===== src/rtl/serial_add_ctrl.sv =====
// -----------------------------------------------------------------------------
// serial_add_ctrl
//   Bit-serial add controller. A single one-bit full-adder slice (3-input XOR
//   LUT for SUM, carry-cell majority for COUT) is stepped over a WIDTH-bit
//   operand pair at one bit per clock. The result and carry-out appear together
//   on a one-cycle DONE pulse and then hold until the next completion.
//
//   Optional build macro: SERIAL_ADD_CTRL_SUB_EN
//     When defined, adds input SUB. SUB=1 turns the operation into I0 - I1
//     (operand B is inverted and the carry is forced to 1, CIN is ignored).
//     COUT=1 then means "no borrow". When undefined, the block only adds.
//
// Parameters
//   WIDTH  operand/result width, 1..32
//
// Ports
//   CLKIN   in   clock, rising edge
//   RESET   in   synchronous active-high reset
//   START   in   request, accepted only on an edge where READY=1
//   I0      in   operand A, sampled on the accepting edge
//   I1      in   operand B, sampled on the accepting edge
//   CIN     in   carry-in, sampled on the accepting edge
//   SUB     in   subtract select (SERIAL_ADD_CTRL_SUB_EN builds only)
//   READY   out  idle or done, a new START will be taken
//   BUSY    out  serial computation in progress
//   DONE    out  one-cycle pulse, O/COUT carry the new result
//   O       out  registered sum
//   COUT    out  registered carry-out of bit WIDTH-1
// -----------------------------------------------------------------------------
module serial_add_ctrl #(
  parameter int unsigned WIDTH = 8
) (
  input  logic             CLKIN,
  input  logic             RESET,
  input  logic             START,
  input  logic [WIDTH-1:0] I0,
  input  logic [WIDTH-1:0] I1,
  input  logic             CIN,
`ifdef SERIAL_ADD_CTRL_SUB_EN
  input  logic             SUB,
`endif
  output logic             READY,
  output logic             BUSY,
  output logic             DONE,
  output logic [WIDTH-1:0] O,
  output logic             COUT
);

  localparam int unsigned CNT_W = $clog2(WIDTH) + 1;

  // LUT4 init for SUM = I0 ^ I1 ^ CIN; index is {I3, I2, I1, I0}, I3 unused.
  localparam logic [15:0] SUM_LUT = 16'h9696;

  typedef enum logic [1:0] {
    IDLE    = 2'd0,
    RUN     = 2'd1,
    DONE_ST = 2'd2
  } state_t;

  state_t             state;
  logic [WIDTH-1:0]   a_q;
  logic [WIDTH-1:0]   b_q;
  logic [WIDTH-1:0]   sum_q;
  logic               carry_q;
  logic [CNT_W-1:0]   cnt_q;

  logic               slice_sum;
  logic               slice_cout;
  logic [WIDTH-1:0]   sum_shift;
  logic               last_bit;
  logic [WIDTH-1:0]   b_load;
  logic               carry_load;

  // One-bit full-adder slice fed from the operand LSBs and the carry flop.
  always_comb begin
    slice_sum  = SUM_LUT[{1'b0, carry_q, b_q[0], a_q[0]}];
    slice_cout = (a_q[0] & b_q[0]) | (carry_q & (a_q[0] | b_q[0]));
  end

  // Sum register fills MSB-first; after WIDTH shifts bit 0 holds the first bit.
  always_comb begin
    sum_shift = (sum_q >> 1) | (WIDTH'(slice_sum) << (WIDTH - 1));
    last_bit  = (cnt_q == CNT_W'(WIDTH - 1));
  end

  // Operand-B and carry values loaded on an accepting edge.
  always_comb begin
    b_load     = I1;
    carry_load = CIN;
`ifdef SERIAL_ADD_CTRL_SUB_EN
    if (SUB) begin
      // Two's-complement subtract: A + ~B + 1.
      b_load     = ~I1;
      carry_load = 1'b1;
    end
`endif
  end

  // Control FSM and serial datapath; every output is a flop.
  always_ff @(posedge CLKIN) begin
    if (RESET) begin
      state   <= IDLE;
      a_q     <= '0;
      b_q     <= '0;
      sum_q   <= '0;
      carry_q <= 1'b0;
      cnt_q   <= '0;
      READY   <= 1'b1;
      BUSY    <= 1'b0;
      DONE    <= 1'b0;
      O       <= '0;
      COUT    <= 1'b0;
    end else begin
      case (state)
        IDLE, DONE_ST: begin
          DONE <= 1'b0;
          if (START) begin
            state   <= RUN;
            a_q     <= I0;
            b_q     <= b_load;
            carry_q <= carry_load;
            sum_q   <= '0;
            cnt_q   <= '0;
            READY   <= 1'b0;
            BUSY    <= 1'b1;
          end else begin
            state <= IDLE;
            READY <= 1'b1;
            BUSY  <= 1'b0;
          end
        end

        RUN: begin
          // START is deliberately ignored here; there is no request queue.
          a_q     <= a_q >> 1;
          b_q     <= b_q >> 1;
          carry_q <= slice_cout;
          sum_q   <= sum_shift;
          if (last_bit) begin
            state <= DONE_ST;
            O     <= sum_shift;
            COUT  <= slice_cout;
            cnt_q <= '0;
            READY <= 1'b1;
            BUSY  <= 1'b0;
            DONE  <= 1'b1;
          end else begin
            cnt_q <= cnt_q + CNT_W'(1);
          end
        end

        default: begin
          state <= IDLE;
          READY <= 1'b1;
          BUSY  <= 1'b0;
          DONE  <= 1'b0;
        end
      endcase
    end
  end

endmodule


===== config.mk =====
export PLATFORM = sky130hd
export DESIGN_NAME = serial_add_ctrl
export DESIGN_NICKNAME = d
export VERILOG_FILES = /design/src/rtl/serial_add_ctrl.sv
export SDC_FILE = /design/constraint.sdc
export NUM_CORES = 1
export LEC_CHECK = 0
export ABC_AREA = 1
export ABC_CLOCK_PERIOD_IN_PS = 2200
export BUFFER_PORTS_ARGS = -buffer_cell sky130_fd_sc_hd__buf_2
export CORE_MARGIN = 8
export CORE_UTILIZATION = 55
export CTS_CLUSTER_SIZE = 24
export DETAILED_ROUTE_END_ITERATION = 8
export PLACE_DENSITY = 0.79
export SYNTH_ARGS = -nofsm -noshare
export SYNTH_HDL_FRONTEND = slang
export SYNTH_SLANG_ARGS = --single-unit

===== constraint.sdc =====
create_clock -name CLKIN -period 2.2 [get_ports CLKIN]
set_input_delay 0.66 -clock CLKIN [delete_from_list [all_inputs] [get_ports CLKIN]]
set_output_delay 0.66 -clock CLKIN [all_outputs]
set_load 0.1 [all_outputs]

==> run metrics <==
number of setup buffers added after CTS 0; post_cts resized 0; met2 usage 23.0%; drt initial violations 105; n_diodes 0; Max Fclk 517 MHz; M3 GR Usage 6.28%; first-pass GRT wire length 6140 µm; nets 267; input/output buffers 31; Worst Path Required 1540 ps; WP buf/inv 1; HP Class reg2reg; CP endpoint kind output port; Netlist Area Pre-Place 0.00169 mm²; Clock Sinks 42; sequential-to-total area share from yosys stat 49.9%; Yosys warning count 0; initial antenna violation count 0; worst hold margin 463 ps; Worst path slowest cell buf_2; register bit count reported by yosys 42; Period minus WS final 1940 ps; worst slew pin tran 504 ps; Rows 20; final wirelength 3530 µm; Synth area leaders dfxtp_1 (50%), nand2_1 (8.5%), nor2_1 (7.6%); die width 71.4 µm; via total after detailed routing 1460; total grt overflow 0; crit start category register; fin crit share 88.0%; CP Max Fanout 5; CTS max path bufs 2; critical path arrival 1280 ps; WS Path Type reg2out; max cap viols 0; most crowded layer after global routing met2; antenna viol nets, final 0; Mapped Cells 214; VDD IR max 0.542 mV; Leakage 0.900 nW; routed vias/inst 5.21; Rel. slew slack 66.3%; met1 Use GR 17.9%; pin count of the biggest net entering global routing 19; setup TNS 0 ps; DR pass1 iterations 4; Initial Utilization 56.6%; Fin. Hold Viols 0; hold buffers post-CTS 0; Net Count, Synth 235; clk_skew 7.32 ps; CTS tree done; worst skew pair latency 360 ps; area grow syn2layout 15.9%; fraction of layout cells with a size suffix above 1 21.5%; post-DP HPWL 2470 µm; top-area cell type share of the netlist area 49.9%; area of the die 0.00509 mm²; H-tree lvl count 2; Largest stage delay, worst path 470 ps; Commonest cells post-synth dfxtp_1 (42), nand2_1 (38), nor2_1 (34); Total GRT Usage 15.1%; Power Dens Cells 849 mW/mm²; post-synthesis async set-or-reset flop share 0%; number of global-route vias before repair 1374; Worst path top cell family by delay buffers and inverters; clock-pin slew on the worst setup and hold paths 120 ps; most frequent cell after synthesis dfxtp_1; Ports 32; ys flop type dfxtp_1; CORE AREA 0.00298 mm²; Yosys top cell by area dfxtp_1; Netlist cell types 23; Syn Area/Cell 7.88 µm²; Final Max Tran Viols 0; wire per inst 12.6 µm; crit-path cells buf_2; Post-synth EDFFs 0; # DRC 0; setup violators final 0; CTS Buf Count 5; status completed; die height 71.4 µm; CTS root buf clkbuf_4; GP Congestion 0.779; RSZ-0062 raised after global routing false
## cell families after synthesis
| family | share of synthesized area [%] |
|---|---|
| and+or+nand+nor | 21.4 |
| buffers and inverters | 9.72 |
| adders and majority gates | 0.742 |
| AOI/OAI and AO/OA | 18.2 |
| DFF | 49.9 |
## per-layer routing
metal / up-vias / routed length [µm]
li1: 768 / -
met1: 657 / 1730
met2: 28 / 1510
met3: 7 / 225
met4: 0 / 62
met5: - / 0
## state kept, by name, summed over array words and instances (netlist names)
register,count
carry_q,1
a_q,8
O,8
DONE,1
state,2
b_q,8
READY,1
COUT,1
slice_sum,1
sum_q,7
cnt_q,4
## cell usage in the layout (no fill, tap or decap), drive strengths merged, types with 2 or more instances in the layout
| cell | count |
|---|---|
| a22oi | 2 |
| buf | 36 |
| o221ai | 6 |
| a211oi | 2 |
| a21oi | 16 |
| o21ai | 16 |
| o32ai | 5 |
| nand2 | 42 |
| clkbuf | 6 |
| inv | 23 |
| nand3 | 11 |
| nor2 | 34 |
| bufinv | 2 |
| dfxtp | 42 |
## final cells by class
type	count	area (µm²)
multi-input combinational	138	682
inverter	23	86.3
timing repair buffer	36	193
sequential	42	841
fill	277	1020
clock inverter	2	60.1
clock buffer	6	51.3
tap	33	41.3
## worst paths after layout
kind | from | end | slack [ps] | cells past startpoint
min | a_q[2] | a_q[2] | 460 | 2
max reg2reg | state[0] | b_q[2] | 620 | 7
min reg2reg | a_q[2] | a_q[2] | 460 | 2
max | state[0] | BUSY | 260 | 1
## where the power goes
part           internal, mW  switching, mW  total (mW)
Sequential            0.799         0.0223       0.821
Combinational        0.0677          0.129       0.197
Clock                 0.385          0.256       0.641
## metrics by stage
| step | instances | instance area [µm²] | utilization (%) | power [mW] | setup WS, ps |
|---|---|---|---|---|---|
| after global routing | 280 | 1950 | 65.6 | 1.73 | 219 |
| after floorplan | 214 | 1690 | - | 0.989 | 232 |
| final | 280 | 1950 | 65.6 | 1.66 | 265 |
| after global placement | 272 | 1840 | 61.9 | 1.03 | 485 |
| after CTS | 280 | 1950 | 65.6 | 1.67 | 256 |
| after detailed placement | 272 | 1840 | 61.9 | 1.04 | 457 |
Note: power is estimated with default switching activity, not from simulation.
